[src/rtl/serial_link_pkg.sv]
`default_nettype none
// +----------------------------------------------------------------------+
// | serial_link_pkg : frame constants and FSM states for the serial link |
// | Rev 1.0                                                              |
// +----------------------------------------------------------------------+
package serial_link_pkg;

  typedef enum logic [1:0] {
    IDLE   = 2'd0,
    DATA   = 2'd1,
    PARITY = 2'd2,
    STOP   = 2'd3
  } state_t;

  localparam int DEFAULT_WORD_W = 4;

  localparam logic START_BIT  = 1'b1;
  localparam logic STOP_BIT   = 1'b0;
  localparam logic IDLE_LEVEL = 1'b0;

  localparam int DATA_BITS = 2 * DEFAULT_WORD_W;

  function automatic int data_bits(input int word_w);
    return 2 * word_w;
  endfunction

endpackage
`default_nettype wire

[src/rtl/serial_frame_rx_sipo_shift.sv]
`default_nettype none
// +----------------------------------------------------------------------+
// | sipo_shift : serial-in parallel-out register with running parity    |
// | Rev 1.0                                                              |
// +----------------------------------------------------------------------+
module sipo_shift #(
  parameter int N = 8
) (
  input  logic         ck,
  input  logic         reset,
  input  logic         i_clr,
  input  logic         i_en,
  input  logic         i_bit,
  output logic [N-1:0] o_data,
  output logic         o_parity
);

  logic [N-1:0] r_data;
  logic         r_par;

  // Clear wins over shift so a new frame always starts from a clean slate.
  always_ff @(posedge ck or posedge reset) begin
    if (reset) begin
      r_data <= '0;
      r_par  <= 1'b0;
    end else if (i_clr) begin
      r_data <= '0;
      r_par  <= 1'b0;
    end else if (i_en) begin
      r_data <= {r_data[N-2:0], i_bit};
      r_par  <= r_par ^ i_bit;
    end
  end

  assign o_data   = r_data;
  assign o_parity = r_par;

endmodule
`default_nettype wire

[src/rtl/serial_frame_rx.sv]
`default_nettype none
// +----------------------------------------------------------------------+
// | serial_frame_rx : recovers two words from the serial line, checks    |
// | parity and stop bit, counts bad frames.            Rev 1.0           |
// +----------------------------------------------------------------------+
module serial_frame_rx
  import serial_link_pkg::*;
#(
  parameter int WORD_W = DEFAULT_WORD_W,
  parameter int ERR_W  = 8
) (
  input  logic              ck,
  input  logic              reset,
  input  logic              sin,
  output logic [WORD_W-1:0] dout_a,
  output logic [WORD_W-1:0] dout_b,
  output logic              vo,
  output logic              ok,
  output logic              busy,
  output logic [ERR_W-1:0]  err_cnt
);

  localparam int NBITS = data_bits(WORD_W);
  localparam int CNT_W = (NBITS > 1) ? $clog2(NBITS) : 1;
  localparam logic [CNT_W-1:0] C_LAST_BIT = CNT_W'(NBITS - 1);

  state_t             r_state;
  state_t             w_state_nx;
  logic [CNT_W-1:0]   r_bitcnt;
  logic               r_par_good;
  logic               r_vo;
  logic               r_ok;
  logic [WORD_W-1:0]  r_dout_a;
  logic [WORD_W-1:0]  r_dout_b;
  logic [ERR_W-1:0]   r_err_cnt;

  logic               w_clr;
  logic               w_shift;
  logic               w_done;
  logic [NBITS-1:0]   w_shreg;
  logic               w_parity;
  logic               w_frame_good;

  sipo_shift #(.N(NBITS)) u_sipo (
    .ck       (ck),
    .reset    (reset),
    .i_clr    (w_clr),
    .i_en     (w_shift),
    .i_bit    (sin),
    .o_data   (w_shreg),
    .o_parity (w_parity)
  );

  always_ff @(posedge ck or posedge reset) begin
    if (reset) r_state <= IDLE;
    else       r_state <= w_state_nx;
  end

  always_comb begin
    w_state_nx = r_state;
    w_clr      = 1'b0;
    w_shift    = 1'b0;
    w_done     = 1'b0;
    case (r_state)
      IDLE: begin
        if (sin == START_BIT) begin
          w_state_nx = DATA;
          w_clr      = 1'b1;
        end
      end
      DATA: begin
        w_shift = 1'b1;
        if (r_bitcnt == C_LAST_BIT) w_state_nx = PARITY;
      end
      PARITY: w_state_nx = STOP;
      STOP: begin
        // The stop-bit sample is never reinterpreted as a start bit.
        w_done     = 1'b1;
        w_state_nx = IDLE;
      end
      default: w_state_nx = IDLE;
    endcase
  end

  always_ff @(posedge ck or posedge reset) begin
    if (reset)        r_bitcnt <= '0;
    else if (w_clr)   r_bitcnt <= '0;
    else if (w_shift) r_bitcnt <= r_bitcnt + 1'b1;
  end

  // Even parity: the parity bit must equal the XOR of the data bits.
  always_ff @(posedge ck or posedge reset) begin
    if (reset)                  r_par_good <= 1'b0;
    else if (r_state == PARITY) r_par_good <= (w_parity == sin);
  end

  assign w_frame_good = r_par_good && (sin == STOP_BIT);

  always_ff @(posedge ck or posedge reset) begin
    if (reset) begin
      r_vo      <= 1'b0;
      r_ok      <= 1'b0;
      r_dout_a  <= '0;
      r_dout_b  <= '0;
      r_err_cnt <= '0;
    end else begin
      r_vo <= w_done;
      if (w_done) begin
        r_ok <= w_frame_good;
        if (w_frame_good) begin
          r_dout_a <= w_shreg[NBITS-1:WORD_W];
          r_dout_b <= w_shreg[WORD_W-1:0];
        end else if (r_err_cnt != {ERR_W{1'b1}}) begin
          r_err_cnt <= r_err_cnt + 1'b1;
        end
      end
    end
  end

  assign dout_a  = r_dout_a;
  assign dout_b  = r_dout_b;
  assign vo      = r_vo;
  assign ok      = r_ok;
  assign busy    = (r_state != IDLE);
  assign err_cnt = r_err_cnt;

endmodule
`default_nettype wire

[config.mk]
export PLATFORM = sky130hd
export DESIGN_NAME = serial_frame_rx
export DESIGN_NICKNAME = d
export VERILOG_FILES = /design/src/rtl/serial_link_pkg.sv /design/src/rtl/serial_frame_rx_sipo_shift.sv /design/src/rtl/serial_frame_rx.sv
export SDC_FILE = /design/constraint.sdc
export NUM_CORES = 1
export LEC_CHECK = 0
export CAP_MARGIN = 10
export CORE_UTILIZATION = 33
export DETAILED_ROUTE_END_ITERATION = 10
export GPL_TIMING_DRIVEN = 0
export PLACE_DENSITY = 0.51
export SLEW_MARGIN = 15
export SYNTH_ARGS = -nofsm -noshare
export SYNTH_HDL_FRONTEND = slang
export SYNTH_SLANG_ARGS = --single-unit
[constraint.sdc]
create_clock -name ck -period 1.7 [get_ports ck]
set_clock_uncertainty 0.2 [all_clocks]
set_input_delay 0.51 -clock ck [delete_from_list [all_inputs] [get_ports ck]]
set_output_delay 0.51 -clock ck [all_outputs]
set_load 0.05 [all_outputs]
# ---- Yosys cells after proc, flatten, opt, wreduce, memory -nomap -nowiden
# Index checks and enable logic that the tools add are counted.
dict set report word_totals {
  output_inout_bits 19
  reg_bits 33
}
dict set report classes {
  mux 13
  n_eq_ne 8
  n_reduce_logical 7
  add_sub_neg 2
  bitwise 3
}
# cell count
set ops {}
lappend ops {{8-bit two-way mux} 2}
lappend ops {{8-bit by 1-bit adder with 8-bit output, second input constant} 1}
lappend ops {{8-bit != test, second input constant} 1}
lappend ops {{2-bit case mux with 4 select lines} 1}
lappend ops {{1-bit two-way mux} 6}
lappend ops {{3-bit two-way mux} 2}
lappend ops {{2-bit == test, second input constant} 2}
lappend ops {{2-bit two-way mux} 2}
lappend ops {{2-bit != test, second input constant} 2}
lappend ops {{2-bit AND reduction} 2}
lappend ops {{2-bit nonzero test} 2}
lappend ops {{3-bit by 1-bit adder with 3-bit output, second input constant} 1}
lappend ops {{3-bit == test, second input constant} 1}
lappend ops {{3-bit AND reduction} 1}
lappend ops {{2-bit by 1-bit == test with 1-bit output, second input constant} 1}
lappend ops {{2-bit logical NOT} 1}
lappend ops {{1-bit NOT} 2}
lappend ops {{1-bit == test} 1}
lappend ops {{1-bit logical AND} 1}
lappend ops {{1-bit bitwise XOR} 1}

# ---- Depth between registers and ports, before layout
dict set report depth {
  depth_word 4
  depth_mapped 7
  mapped_depth_nobuf 6
}

# ---- Hierarchy
# From an unflattened synthesis, not the netlist that was laid out.
dict set report unflattened {
  cells_unflattened 122
  area_unflattened_um2 1502.7
}
# mod cells_each area_per_inst_um2 seq_area_each_um2 instances
set by_module_without_submodules {}
lappend by_module_without_submodules {serial_frame_rx 91 1122.3 600.6 1}
lappend by_module_without_submodules {sipo_shift 31 380.4 225.2 1}

# ---- Worst setup path after synthesis
# No wires, ideal clock.
dict set report synth_path {
  kind {register to register}
  startpoint {register r_err_cnt[0] (netlist: err_cnt[0])}
  endpoint {register r_err_cnt[1] (netlist: err_cnt[1])}
  t_required_ns 1.372
  path_stages_with_launch 5
  slack_ns -0.239
  arrival_time_ns 1.611
  setup_ns 0.128
  cell_sequence {dfrtp_1 ha_1 nand3_1 o211ai_2 mux2_1}
}
dict set report synth_between {
  elab_chain_len 2
  elab_cells_between_ends 3
  classes_between {add/sub: 1; eq/ne: 1; reduce/logical: 1}
}
# element line
set synth_rtl {}
lappend synth_rtl {{from (decl)} serial_frame_rx.sv:35} ;# logic [ERR_W-1:0] r_err_cnt;
lappend synth_rtl {{from (signal assigned)} serial_frame_rx.sv:114} ;# r_err_cnt <= r_err_cnt + 1'b1;
lappend synth_rtl {{parallel branches: the longest is 2 deep, another holds 8-bit by 1-bit adder with 8-bit output} n/a}
# Parallel ways; which one is timed is not known.
# A chain may end at the register's enable or synchronous reset.

# ---- Worst setup path after layout
dict set report layout_path {
  startpoint {register r_state[1]}
  endpoint {output busy}
}
dict set report layout_between {
  elab_chain_len 1
}
# element line
set layout_rtl {}
lappend layout_rtl {{from (decl)} serial_frame_rx.sv:27} ;# state_t r_state;
lappend layout_rtl {{from (signal assigned)} serial_frame_rx.sv:56} ;# else r_state <= w_state_nx;
lappend layout_rtl {{2-bit nonzero test} serial_frame_rx.sv:124} ;# assign busy = (r_state != IDLE);
lappend layout_rtl {{to (decl)} serial_frame_rx.sv:19} ;# output logic busy,
# Every way passes these cells.

==> results by group <==
Run status
  – Outcome: complete, but fails checks
  – Violated checks: negative setup slack

STA
  – Final max-slew violation count: 0
  – Slew HR: 0.543
  – Fmax: 552 MHz
  – Final Worst Setup Slack: -110 ps
  – Total negative slack: -110 ps
  – Period utilization: 1.06
  – Setup Viol. Count Final: 1
  – RSZ-0062 raised after global routing: yes
  – Post-layout min period: 1810 ps
  – Slew @ Worst Pin: 685 ps
  – Final hold violations: 0

Flow run
  – Max Cap Viol: 0

Drt
  – Post-route antenna net violation count: 0
  – Starting DRT DRC Count: 34
  – Uppermost layer routed: met4
  – Vias per inst: 4.78
  – Iteration count of the initial detailed-routing pass: 4
  – Total Routed Length: 2.77 mm
  – Routed vias: around 1,000
  – Met1 Wirelength: 1.19 mm
  – WL/cell: around 13 µm
  – DR WL met3: 138 µm
  – DRC Markers: 0
  – Metal2 WL: between 1 and 1.5 mm

Final layout
  – Layout cell share with drive strength beyond 1: 0.434
  – Most common cell after layout, fill and taps aside: dfrtp_1
  – FF+latch area: 836 µm²
  – Non-filler cells in the finished layout: 211
  – Fillers: 404
  – Multi-input gate area: 698 µm²
  – Ant. Diodes: 0
  – Area Growth Syn to Fin: 28.2%
  – Most frequent cells in the layout: dfrtp_1, nor2_1, buf_2
  – Nets: 168

Pwr
  – Pwr/cell area: 1990 mW/mm²
  – Leak pwr: between 0.9 and 1 nW
  – Pwr Total: 3.84 mW
  – VDD IR-drop max: between 700 and 800 µV

Min path
  – Hold Crit Start: dout_b[3]$_DFFE_PP0P_
  – Hold Crit Depth: 1
  – Hold Path End: dout_b[3]$_DFFE_PP0P_
  – Hold Crit Class: reg2reg

Floorplanning
  – Core area: 0.00435 mm²
  – Die X-Extent: 69.5 µm
  – Initial Util: 0.345
  – IO Pins: 22
  – Die area: 0.00483 mm²
  – Die H: 69.5 µm
  – Rows: 24

Logic synthesis
  – Mapped Nets: 134
  – Top post-synthesis cells by area: dfrtp_1, mux2i_1, ha_1
  – Seq/Total Area, Yosys: 0.549
  – Mapped Cells: approximately 120
  – Synth Warn #: 0
  – Synth cell types: 28
  – Mapped cell area: around 0.0015 mm²
  – Top cell type's share of synthesized area: 0.549
  – #FFs+latches synth: 33
  – Top cell type by total area after synthesis: dfrtp_1
  – Synth Area per Inst: ~12 µm²

CTS
  – Clock latency at the later pin of the worst-skew pair: around 280 ps
  – Clock tree buffer depth: 2
  – Clock Sinks: 33
  – CTS tree: yes
  – Clock transition at path regs: about 70 ps
  – Hold_buf cts: 0
  – CTS HTree Levels: 2
  – CTS Root Cell: clkbuf_8
  – Total clock buffers created by CTS: 5

Worst setup path
  – Crit-path max cell delay: 390 ps
  – Crit. End Element: output port
  – Slowest-stage cell, CP: dfrtp_1
  – Critical Path AT: 1100 ps
  – WS Path Type: reg2out
  – R2R setup slack: 70 ps
  – Crit-path cells: inv_2 > ha_4 > inv_4 > buf_8
  – R2R depth: 5
  – CP Data Required Time: 990 ps
  – Crit Path Max Fanout: 3
  – Worst Setup Start Kind: register
  – Reg2reg end: r_state[0]$_DFFE_PP0P_
  – R2r startpoint: r_state[0]$_DFFE_PP0P_

Placed design
  – Placed insts: 197
  – Gpl congestion: 0.716
  – IO buf count: 21
  – DP HPWL: 1.85 mm

Global route
  – Initial antenna violation count: 0
  – GRT Total Usage: 0.133
  – Pin count of the biggest net entering global routing: 34
  – First-pass GRT wire length: 5.04 mm
  – GRT overflow: 0
  – Vias in the first global route: ~1,100
[stage by stage]
step,hold slack [ps],util,cell area (µm²),setup WS (ps)
after floorplan,277,-,1540,-4.08
after global placement,279,0.417,1810,-628
after detailed placement,285,0.417,1810,-638
after CTS,302,0.429,1870,-126
after global routing,329,0.443,1930,-163
final,292,0.443,1930,-110
[area by class of cell]
cell class,instances,share of cell area
inverters,7,0.0149
clock inverters,3,0.00909
well taps,52,0.0337
repair buffers,27,0.0954
clock buffers,5,0.0357
flip-flops and latches,33,0.433
plain buffers,3,0.0156
multi-input cells,81,0.362
[state kept, by name, summed over array words and instances, names as in the netlist, 2 cells and up]
signal / count
r_state: 2
dout_a: 4
r_bitcnt: 3
dout_b: 4
err_cnt: 8
u_sipo.o_data: 8
[synthesized netlist by cell type]
library cell / number
o32a_1: 1
o21a_1: 1
nand3_4: 1
buf_2: 3
o21ai_0: 4
xor2_1: 1
xnor2_1: 3
o211ai_2: 1
o21ai_1: 1
nor2b_1: 1
mux2i_1: 12
nor3b_4: 1
nor2_1: 18
and3_1: 1
a21oi_1: 3
mux2_1: 3
dfrtp_1: 33
or2b_4: 1
inv_1: 7
nand2_1: 3
nand2_2: 1
nor3_2: 2
mux2_2: 7
nor2b_2: 1
ha_1: 7
a31oi_1: 1
nand4_1: 1
nand3_1: 5
[worst max-delay path, delay by kind of cell (launching register included)]
family	cells	cell delay (ps)
buf+inv	3	260
fa+ha+maj	1	160
flops	1	390
[cell families after synthesis]
group,count (synthesis),synth area share
simple gates,36,0.136
flops,33,0.549
mux,22,0.155
compound gates,12,0.0507
buf+inv,10,0.0275
fa+ha+maj,7,0.0582
xor+xnor,4,0.0233
[report_power, final]
group	internal, mW	switching (mW)
sequential	1.09	0.224
clock	0.282	0.291
combinational	0.800	1.15
total	2.17	1.66
[per-layer routing]
metal,vias to the layer above,track usage
met1,499,0.154
li1,486,-
met2,19,0.223
met3,5,0.0494
met5,-,0
met4,0,0.0544
[what timing repair did]
| item | 4_1_cts | 5_1_grt |
|---|---|---|
| resized for setup | 107 | 13 |
| setup endpoints to repair | 43 | 25 |
| setup buffers | 3 | 3 |
| pin swaps | 0 | 1 |
| cloned | 0 | 0 |
| hold endpoints to repair | 0 | 0 |
[how the worst max path moves through the flow]
stage                                 startpoint                endpoint
after floorplan           r_state[0]$_DFFE_PP0P_                    busy
after global placement                     reset  err_cnt[7]$_DFFE_PP0P_
after detailed placement  r_state[0]$_DFFE_PP0P_                    busy
after CTS                 r_state[0]$_DFFE_PP0P_                    busy
after global routing      r_state[1]$_DFFE_PP0P_                    busy
final                     r_state[1]$_DFFE_PP0P_                    busy
(Power assumes the default switching activity.)
